===== src/rtl/icache_line_responder_pkg.sv =====
// Shared constants and refill-FSM encoding for the ICache line responder.
// CACHE_LINE_WIDTH is the default assembled line width (LINE_WORDS * WORD).
package icache_line_responder_pkg;

    localparam int unsigned CPU_WORD          = 32;
    localparam int unsigned CPU_LINE_WORDS    = 4;
    localparam int unsigned CPU_RAM_DEPTH_LOG = 10;
    localparam int unsigned CPU_ADDR_W        = 32;
    localparam int unsigned CACHE_LINE_WIDTH  = CPU_LINE_WORDS * CPU_WORD;

    typedef enum logic [1:0] {
        IDLE  = 2'd0,
        READ  = 2'd1,
        DRAIN = 2'd2,
        DONE  = 2'd3
    } fill_state_t;

endpackage


===== src/rtl/icache_line_responder_if.sv =====
// Refill request/response bundle between the ICache miss path (master)
// and the line responder (slave).
interface icache_line_responder_if
    import icache_line_responder_pkg::*;
#(
    parameter int unsigned ADDR_W = CPU_ADDR_W,
    parameter int unsigned LINE_W = CACHE_LINE_WIDTH
);

    logic              flush;
    logic              req_valid;
    logic [ADDR_W-1:0] req_addr;
    logic              req_ready;
    logic [LINE_W-1:0] line_data;
    logic              busy;

    modport master (
        output flush, req_valid, req_addr,
        input  req_ready, line_data, busy
    );

    modport slave (
        input  flush, req_valid, req_addr,
        output req_ready, line_data, busy
    );

endinterface


===== src/rtl/icache_line_assembler.sv =====
// Collects BRAM words into line slots; the visible line only updates on commit,
// so an aborted fill never disturbs the previously returned line.
module icache_line_assembler #(
    parameter int unsigned WORD       = 32,
    parameter int unsigned LINE_WORDS = 4
) (
    input  logic                         clk,
    input  logic                         rst,
    input  logic                         wr_en,
    input  logic [$clog2(LINE_WORDS)-1:0] wr_slot,
    input  logic [WORD-1:0]              wr_data,
    input  logic                         commit,
    output logic [LINE_WORDS*WORD-1:0]   line_data
);

    localparam int unsigned SLOT_W = $clog2(LINE_WORDS);

    logic [LINE_WORDS*WORD-1:0] fill_q, fill_d, line_q;

    always_comb begin
        fill_d = fill_q;
        for (int unsigned i = 0; i < LINE_WORDS; i++) begin
            if (wr_en && (wr_slot == SLOT_W'(i)))
                fill_d[i*WORD +: WORD] = wr_data;
        end
    end

    always_ff @(posedge clk or negedge rst) begin
        if (!rst) begin
            fill_q <= '0;
            line_q <= '0;
        end else begin
            fill_q <= fill_d;
            if (commit)
                line_q <= fill_d;
        end
    end

    assign line_data = line_q;

endmodule


===== src/rtl/icache_line_responder.sv =====
// ICache line-refill responder: fetches one line word-by-word from a 1-cycle BRAM.
// Optional macro ICACHE_CRITICAL_WORD_FIRST_EN starts the fetch at the missing word.
module icache_line_responder
    import icache_line_responder_pkg::*;
#(
    parameter int unsigned WORD          = CPU_WORD,
    parameter int unsigned LINE_WORDS    = CPU_LINE_WORDS,
    parameter int unsigned RAM_DEPTH_LOG = CPU_RAM_DEPTH_LOG,
    parameter int unsigned ADDR_W        = CPU_ADDR_W
) (
    input  logic                     clk,
    input  logic                     rst,
    icache_line_responder_if.slave   bus,
    output logic                     mem_en,
    output logic [RAM_DEPTH_LOG-1:0] mem_addr,
    input  logic [WORD-1:0]          mem_dout
);

    localparam int unsigned OFF_W = $clog2(LINE_WORDS);
    localparam int unsigned TAG_W = RAM_DEPTH_LOG - OFF_W;

    fill_state_t              state_q, state_d;
    logic [OFF_W-1:0]         cnt_q, cnt_d, off_q, off_d, req_off, issue_off;
    logic [TAG_W-1:0]         tag_q, tag_d;
    logic [RAM_DEPTH_LOG-1:0] req_word, mem_addr_d;
    logic                     mem_en_d, req_ready_q, req_ready_d, busy_q, busy_d;
    logic                     rd_pend_q;
    logic [OFF_W-1:0]         rd_slot_q;
    logic                     accept;
    logic                     unused_addr;

    assign req_word    = bus.req_addr[RAM_DEPTH_LOG+1:2];
    assign unused_addr = ^bus.req_addr;

`ifdef ICACHE_CRITICAL_WORD_FIRST_EN
    assign req_off = req_word[OFF_W-1:0];
`else
    assign req_off = '0;
`endif

    assign accept = (state_q == IDLE) && bus.req_valid && !bus.flush;

    always_ff @(posedge clk or negedge rst) begin
        if (!rst) begin
            state_q     <= IDLE;
            cnt_q       <= '0;
            tag_q       <= '0;
            off_q       <= '0;
            mem_en      <= 1'b0;
            mem_addr    <= '0;
            req_ready_q <= 1'b0;
            busy_q      <= 1'b0;
            rd_pend_q   <= 1'b0;
            rd_slot_q   <= '0;
        end else begin
            state_q     <= state_d;
            cnt_q       <= cnt_d;
            tag_q       <= tag_d;
            off_q       <= off_d;
            mem_en      <= mem_en_d;
            mem_addr    <= mem_addr_d;
            req_ready_q <= req_ready_d;
            busy_q      <= busy_d;
            rd_pend_q   <= mem_en & ~bus.flush;
            rd_slot_q   <= mem_addr[OFF_W-1:0];
        end
    end

    always_comb begin
        state_d = state_q;
        unique case (state_q)
            IDLE:    if (accept) state_d = READ;
            READ:    if (bus.flush) state_d = IDLE;
                     else if (cnt_q == OFF_W'(LINE_WORDS - 1)) state_d = DRAIN;
            DRAIN:   state_d = bus.flush ? IDLE : DONE;
            DONE:    state_d = (bus.flush || !bus.req_valid) ? IDLE : DONE;
            default: state_d = IDLE;
        endcase
    end

    // Outputs are computed from the next state so they register in step with it.
    always_comb begin
        cnt_d       = '0;
        tag_d       = tag_q;
        off_d       = off_q;
        issue_off   = '0;
        mem_en_d    = 1'b0;
        mem_addr_d  = '0;
        busy_d      = (state_d == READ) || (state_d == DRAIN);
        req_ready_d = (state_d == DONE);
        if (accept) begin
            tag_d      = req_word[RAM_DEPTH_LOG-1:OFF_W];
            off_d      = req_off;
            mem_en_d   = 1'b1;
            mem_addr_d = {req_word[RAM_DEPTH_LOG-1:OFF_W], req_off};
        end else if (state_q == READ && state_d == READ) begin
            cnt_d      = cnt_q + OFF_W'(1);
            issue_off  = off_q + cnt_d;
            mem_en_d   = 1'b1;
            mem_addr_d = {tag_q, issue_off};
        end
    end

    icache_line_assembler #(
        .WORD       (WORD),
        .LINE_WORDS (LINE_WORDS)
    ) u_assembler (
        .clk       (clk),
        .rst       (rst),
        .wr_en     (rd_pend_q & ~bus.flush),
        .wr_slot   (rd_slot_q),
        .wr_data   (mem_dout),
        .commit    ((state_q == DRAIN) & ~bus.flush),
        .line_data (bus.line_data)
    );

    assign bus.req_ready = req_ready_q;
    assign bus.busy      = busy_q;

endmodule


===== src/flat_wrapper.sv =====
// flat-port wrapper written by rule: the top's interface ports become plain ports
module icache_line_responder_flat import icache_line_responder_pkg::*;
#(
    parameter int unsigned WORD          = CPU_WORD,
    parameter int unsigned LINE_WORDS    = CPU_LINE_WORDS,
    parameter int unsigned RAM_DEPTH_LOG = CPU_RAM_DEPTH_LOG,
    parameter int unsigned ADDR_W        = CPU_ADDR_W
)
  (clk, rst, mem_en, mem_addr, mem_dout, bus_flush, bus_req_valid, bus_req_addr, bus_req_ready, bus_line_data, bus_busy);
  icache_line_responder_if #(.ADDR_W(ADDR_W), .LINE_W(128)) bus_i ();
  input  logic clk;
  input  logic rst;
  output logic mem_en;
  output logic [RAM_DEPTH_LOG-1:0] mem_addr;
  input  logic [WORD-1:0] mem_dout;
  input wire logic [$bits(bus_i.flush)-1:0] bus_flush;
  input wire logic [$bits(bus_i.req_valid)-1:0] bus_req_valid;
  input wire logic [$bits(bus_i.req_addr)-1:0] bus_req_addr;
  output wire logic [$bits(bus_i.req_ready)-1:0] bus_req_ready;
  output wire logic [$bits(bus_i.line_data)-1:0] bus_line_data;
  output wire logic [$bits(bus_i.busy)-1:0] bus_busy;
  assign bus_i.flush = bus_flush;
  assign bus_i.req_valid = bus_req_valid;
  assign bus_i.req_addr = bus_req_addr;
  assign bus_req_ready = bus_i.req_ready;
  assign bus_line_data = bus_i.line_data;
  assign bus_busy = bus_i.busy;
  icache_line_responder #(.WORD(WORD), .LINE_WORDS(LINE_WORDS), .RAM_DEPTH_LOG(RAM_DEPTH_LOG), .ADDR_W(ADDR_W)) u_core (.clk(clk), .rst(rst), .bus(bus_i), .mem_en(mem_en), .mem_addr(mem_addr), .mem_dout(mem_dout));
endmodule

===== config.mk =====
export PLATFORM = sky130hd
export DESIGN_NAME = icache_line_responder_flat
export DESIGN_NICKNAME = d
export VERILOG_FILES = /design/src/rtl/icache_line_responder_pkg.sv /design/src/rtl/icache_line_responder_if.sv /design/src/rtl/icache_line_assembler.sv /design/src/rtl/icache_line_responder.sv /design/src/flat_wrapper.sv
export SDC_FILE = /design/constraint.sdc
export NUM_CORES = 1
export LEC_CHECK = 0
export CAP_MARGIN = 20
export CORE_ASPECT_RATIO = 1.25
export CORE_MARGIN = 3
export CORE_UTILIZATION = 30
export DETAILED_ROUTE_END_ITERATION = 16
export GPL_TIMING_DRIVEN = 1
export PLACE_DENSITY_LB_ADDON = 0.08
export SYNTH_ARGS = -nofsm -noshare
export SYNTH_HDL_FRONTEND = slang
export SYNTH_SLANG_ARGS = --single-unit

===== constraint.sdc =====
create_clock -name clk -period 5.2 [get_ports clk]
set_input_delay 0.52 -clock clk [delete_from_list [all_inputs] [get_ports clk]]
set_output_delay 0.52 -clock clk [all_outputs]
set_load 0.05 [all_outputs]

Word-level counts from Yosys, hierarchy flattened
Index checks and enable logic that the tools add are counted.

word-level totals
  flip-flop bits (word level) = 284
  input bits = 68
  output and inout bits = 141
  word-level logic and storage cells = 55

operators by class
  add/sub/neg operators = 1
  eq/ne operators = 10
  muxes and demuxes = 16
  bitwise logic cells = 4
  reduce and logical (&&, ||, !) cells = 13

operators with widths
  operator                                              number
  2-to-1 mux 32 bit                                     4
  2-to-1 mux 10 bit                                     2
  equality test 2 bit (second input constant)           7
  2-to-1 mux 2 bit                                      7
  case mux 2 bit (4 select lines)                       1
  logical AND 1 bit                                     7
  equality test 2 x 1 -> 1 bit (second input constant)  3
  logical NOT 2 bit                                     2
  AND 1 bit                                             3
  adder 2 x 1 -> 2 bit (second input constant)          1
  logical NOT 1 bit                                     2
  logical OR 1 bit                                      2
  2-to-1 mux 1 bit                                      2
  NOT 1 bit                                             1

Logic depth before layout (Yosys ltp)
  depth after elaboration = 9
  gate-level depth with buffers = 7
  depth with buffers taken out = 6

Hierarchy
Synthesis repeated with hierarchy kept, for this count alone.

unflattened totals
  cell total of the unflattened synthesis = 1027
  area, all modules = 10516.3 um^2

modules (own cells, without submodules)
  module                 instances  cells an instance  area an instance (um^2)  seq. area each (um^2)
  icache_line_assembler  1          960                9514.1                   6406.1
  icache_line_responder  1          67                 1002.2                   650.6

Worst setup path before layout
Ideal clock, no wire load.

  kind = input-to-reg
  start point = in bus_flush
  end point = reg u_core.u_assembler.line_q[21] (netlist: u_core.u_assembler.line_data[21])
  setup time = 0.125 ns
  data arrival time = 1.838 ns
  required time = 5.075 ns
  path slack = 3.237 ns
  stages = 5
  buffers on the path = 2
  cell sequence = buf_6 > nor4b_4 > buf_6 > mux2_2 > mux2_2

between the ends
  longest elaborated chain between the ends = 4
  elaborated cells between the ends (all ways) = 5
  those cells by class = 1 x mux; 3 x bitwise; 1 x reduce/logical

ends and longest elaborated chain
  element                            line                          RTL
  start: declaration                 flat_wrapper.sv:16            input wire logic [$bits(bus_i.flush)-1:0] bus_flush;
  NOT 1 bit                          icache_line_responder.sv:110  .wr_en (rd_pend_q & ~bus.flush),
  AND 1 bit                          icache_line_responder.sv:110
  logical AND 1 bit                  icache_line_assembler.sv:23   if (wr_en && (wr_slot == SLOT_W'(i)))
  2-to-1 mux 32 bit                  icache_line_assembler.sv:23
  via u_core.u_assembler.fill_d[21]  icache_line_assembler.sv:18   logic [LINE_WORDS*WORD-1:0] fill_q, fill_d, line_q;
  end signal: assignment             icache_line_assembler.sv:35   line_q <= fill_d;
  end: declaration                   icache_line_assembler.sv:18

The timed path passes the listed nets, and every way through them passes these cells.
A chain may end at the register's enable or synchronous reset.

Worst setup path in the final report
  start point = in bus_flush
  end point = reg u_core.u_assembler.line_q[3] (netlist: u_core.u_assembler.line_data[3])

Same word-level chain as after synthesis.

==> flow_summary.yaml <==
run_status:
  status: "completed"
clock_network:
  clock_latency_ns: 0.55
  cts_buffers: 31
  cts_tree: "built"
  cts_max_path_buffers: 3
  path_clk_slew_ns: 0.06
  cts_setup_buffers: 0
  cts.sink_count: 282
  cts-root-buf: "clkbuf_16"
  htreeDepth: 1
routing:
  vias: 5686
  first_pass_iters: 4
  wl_per_cell_um: 18.69
  wl_mm: 24.29
  drt_iter0_drc: 237
  drc: 0
  drtAntennaViolNets: 0
  via_per_inst: 4.374
yosys:
  yosys.cell_types.count: 28
  yosysTopAreaCell: "dfrtp_1"
  synth_area_um2: 10910
  synth_edf_count: 0
  synthCells: 610
  synth_common_cells: "282 x dfrtp_1, 179 x mux2_2, 79 x mux2_4"
  syn-num-nets: 681
  netlist_top_cells_area: "dfrtp_1 65%, mux2_2 18%, mux2_4 11%"
  synth_area_per_cell_um2: 17.88
  synth_warnings: 0
  ys_seq_elements: 282
  synthArstFlopShare_pct: 100.0
  ys.flop_type: "dfrtp_1"
  synth_top_area_share_pct: 64.69
  yosysSeqAreaShare_pct: 64.69
  post-synth-top-count-cell: "dfrtp_1"
sta:
  worst_slew_pin_slew_ns: 0.9278
  fmax_mhz: 347.9
  report.final.slew_viol_count: 0
  finalSetupViolations: 0
  min_period_ns: 2.874
  grt_setup_unrepaired: "false"
  fin_skew_ns: 0.007999
  hold_viol: 0
  period_share_pct: 55.28
  fin_setup_tns_ns: 0
  relSlewSlack_pct: 37.88
  setup_slack_ns: 2.326
worst_setup_path:
  cpMostUsedCell: "mux2_2"
  cp_max_fo: 26
  r2r-start: "u_core.rd_slot_q[0]"
  startpoint: "bus_flush"
  cp.required_ns: 5.63
  crit_path_cell_trace: "clkdlybuf4s50_1 -> nor4b_4 -> buf_4 -> mux2_2 -> mux2_2"
  slowest_stage: "nor4b_4"
  critPathKind: "in -> reg"
  cp_num_buf_inv: 2
  end_kind: "flip-flop"
  cp-start-kind: "input port"
  cpPeakStageDelay_ns: 0.80
  arrival_ns: 3.30
  crit_family: "buffers and inverters"
power:
  finalPower_uw: 4917
  p_switching_uw: 1078
  p_seq_share_pct: 48.3
  vdd_drop_max_uv: 208.5
  swShare_pct: 21.92
  clkPwrFrac_pct: 44.5
  power_frac_comb_pct: 7.2
  powerDensity_nw_per_um2: 346.0
  p_leak_uw: 0.006639
  p_int_uw: 3839
finish:
  fin_cells: 1300
  drive_above_1_share_pct: 38.86
  nNetsFinal: 875
  syn2layout_area_growth_pct: 30.26
  diodes: 0
global_route:
  grt_max_degree: 157
  antenna_found_initial: 0
  grt_usage_pct: 12.53
  overflow: 0
  grt_pass1_vias: 6479
  grt_first_pass_wirelength_mm: 38.42
place:
  portBuffers: 184
  hpwl_mm: 14.83
  dpl_worst_slack_ns: 1.671
  dpl.cell_count: 1244
  globalplace.congestion: 0.7461
die:
  pin_count: 209
  die_x_um: 176.6
  num_rows: 77
  coreArea_um2: 35650
  floorplan.initialDensity_pct: 30.60
  die_h_um: 219.2
  fp.dieArea_um2: 38700
worst_hold_path:
  hold_class: "reg -> reg"
  min_from: "u_core.mem_addr[1]"
run:
  maxCapViolCount: 0
==> registers in the layout (all words and copies together), names as in the netlist <==
name / flops
u_core.u_assembler.fill_q: 128
u_core.u_assembler.line_data: 128
u_core.mem_addr: 10
u_core.tag_q: 8
u_core.rd_slot_q: 2
u_core.state_q: 2
u_core.bus.busy: 1
u_core.bus.req_ready: 1
u_core.mem_en: 1
u_core.rd_pend_q: 1
==> metrics by stage <==
| stage | cell area [µm²] | hold slack [ns] | utilization, % |
|---|---|---|---|
| floorplan | 10910 | 0.2244 | - |
| global placement | 13170 | 0.4088 | 36.95 |
| detailed placement | 13170 | 0.4168 | 36.95 |
| CTS | 14210 | 0.4321 | 39.86 |
| global route | 14210 | 0.4426 | 39.86 |
| finish | 14210 | 0.4271 | 39.86 |
==> layer usage <==
layer	routed length [µm]	GRT usage, %	up-vias
li1	-	-	2546
met1	10630	16.53	2971
met2	11930	20.79	139
met3	1300	2.856	30
met4	439	3.484	0
met5	0	0	-
==> power by group through the flow <==
| stage | Combinational [µW] | Sequential, µW | Clock, µW |
|---|---|---|---|
| floorplan | 181 | 2440 | 0 |
| global placement | 347 | 2410 | 0 |
| detailed placement | 362 | 2420 | 0 |
| CTS | 365 | 2380 | 2280 |
| global route | 392 | 2390 | 2360 |
| finish | 356 | 2380 | 2190 |
==> kinds of logic (layout without fill, tap and decap cells) <==
logic type,after synthesis,in the layout,share of synthesized area [%]
flip-flops,282,282,64.69
AO/OA/AOI/OAI,12,12,0.8716
buffers and inverters,33,249,2.730
AND/OR/NAND/NOR,16,16,1.399
adder cells (fa/ha/maj),3,3,0.3441
multiplexers,264,264,29.97
==> final cells by class <==
class	instances	area [µm²]
timing repair buffer	192	1934
multi-input combinational	295	3590
fill	3336	21440
clock buffer	47	935.9
clock inverter	8	92.59
tap	474	593.1
inverter	2	7.507
sequential	282	7057
==> path summary, 6_finish.rpt <==
path | to | slack, ns | cells past startpoint
setup / recovery | u_core.u_assembler.line_data[3] | 2.33 | 5
hold / removal | u_core.rd_slot_q[1] | 0.43 | 0
setup reg to reg | u_core.u_assembler.line_data[3] | 2.68 | 4
hold reg to reg | u_core.rd_slot_q[1] | 0.43 | 0
max in group asynchronous | u_core.u_assembler.line_data[104] | 3.42 | 3
min in group asynchronous | u_core.u_assembler.line_data[101] | 0.51 | 2
==> placed cells by master, fill, tap and decap left out, types with 6 or more instances in the layout <==
cell type | synthesis | layout
dfrtp_1 | 282 | 282
clkdlybuf4s50_1 | 0 | 183
mux2_2 | 179 | 179
mux2_4 | 79 | 79
clkbuf_16 | 0 | 31
clkbuf_8 | 0 | 10
a22o_1 | 8 | 8
mux2_1 | 6 | 6
clkbuf_1 | 1 | 6
==> timing repair <==
item	CTS	global route
hold buffers	1	0
hold endpoints to repair	66	0
setup endpoints to repair	0	0
gates resized for setup	0	0
No activity file was read; power rests on OpenSTA's default activity.
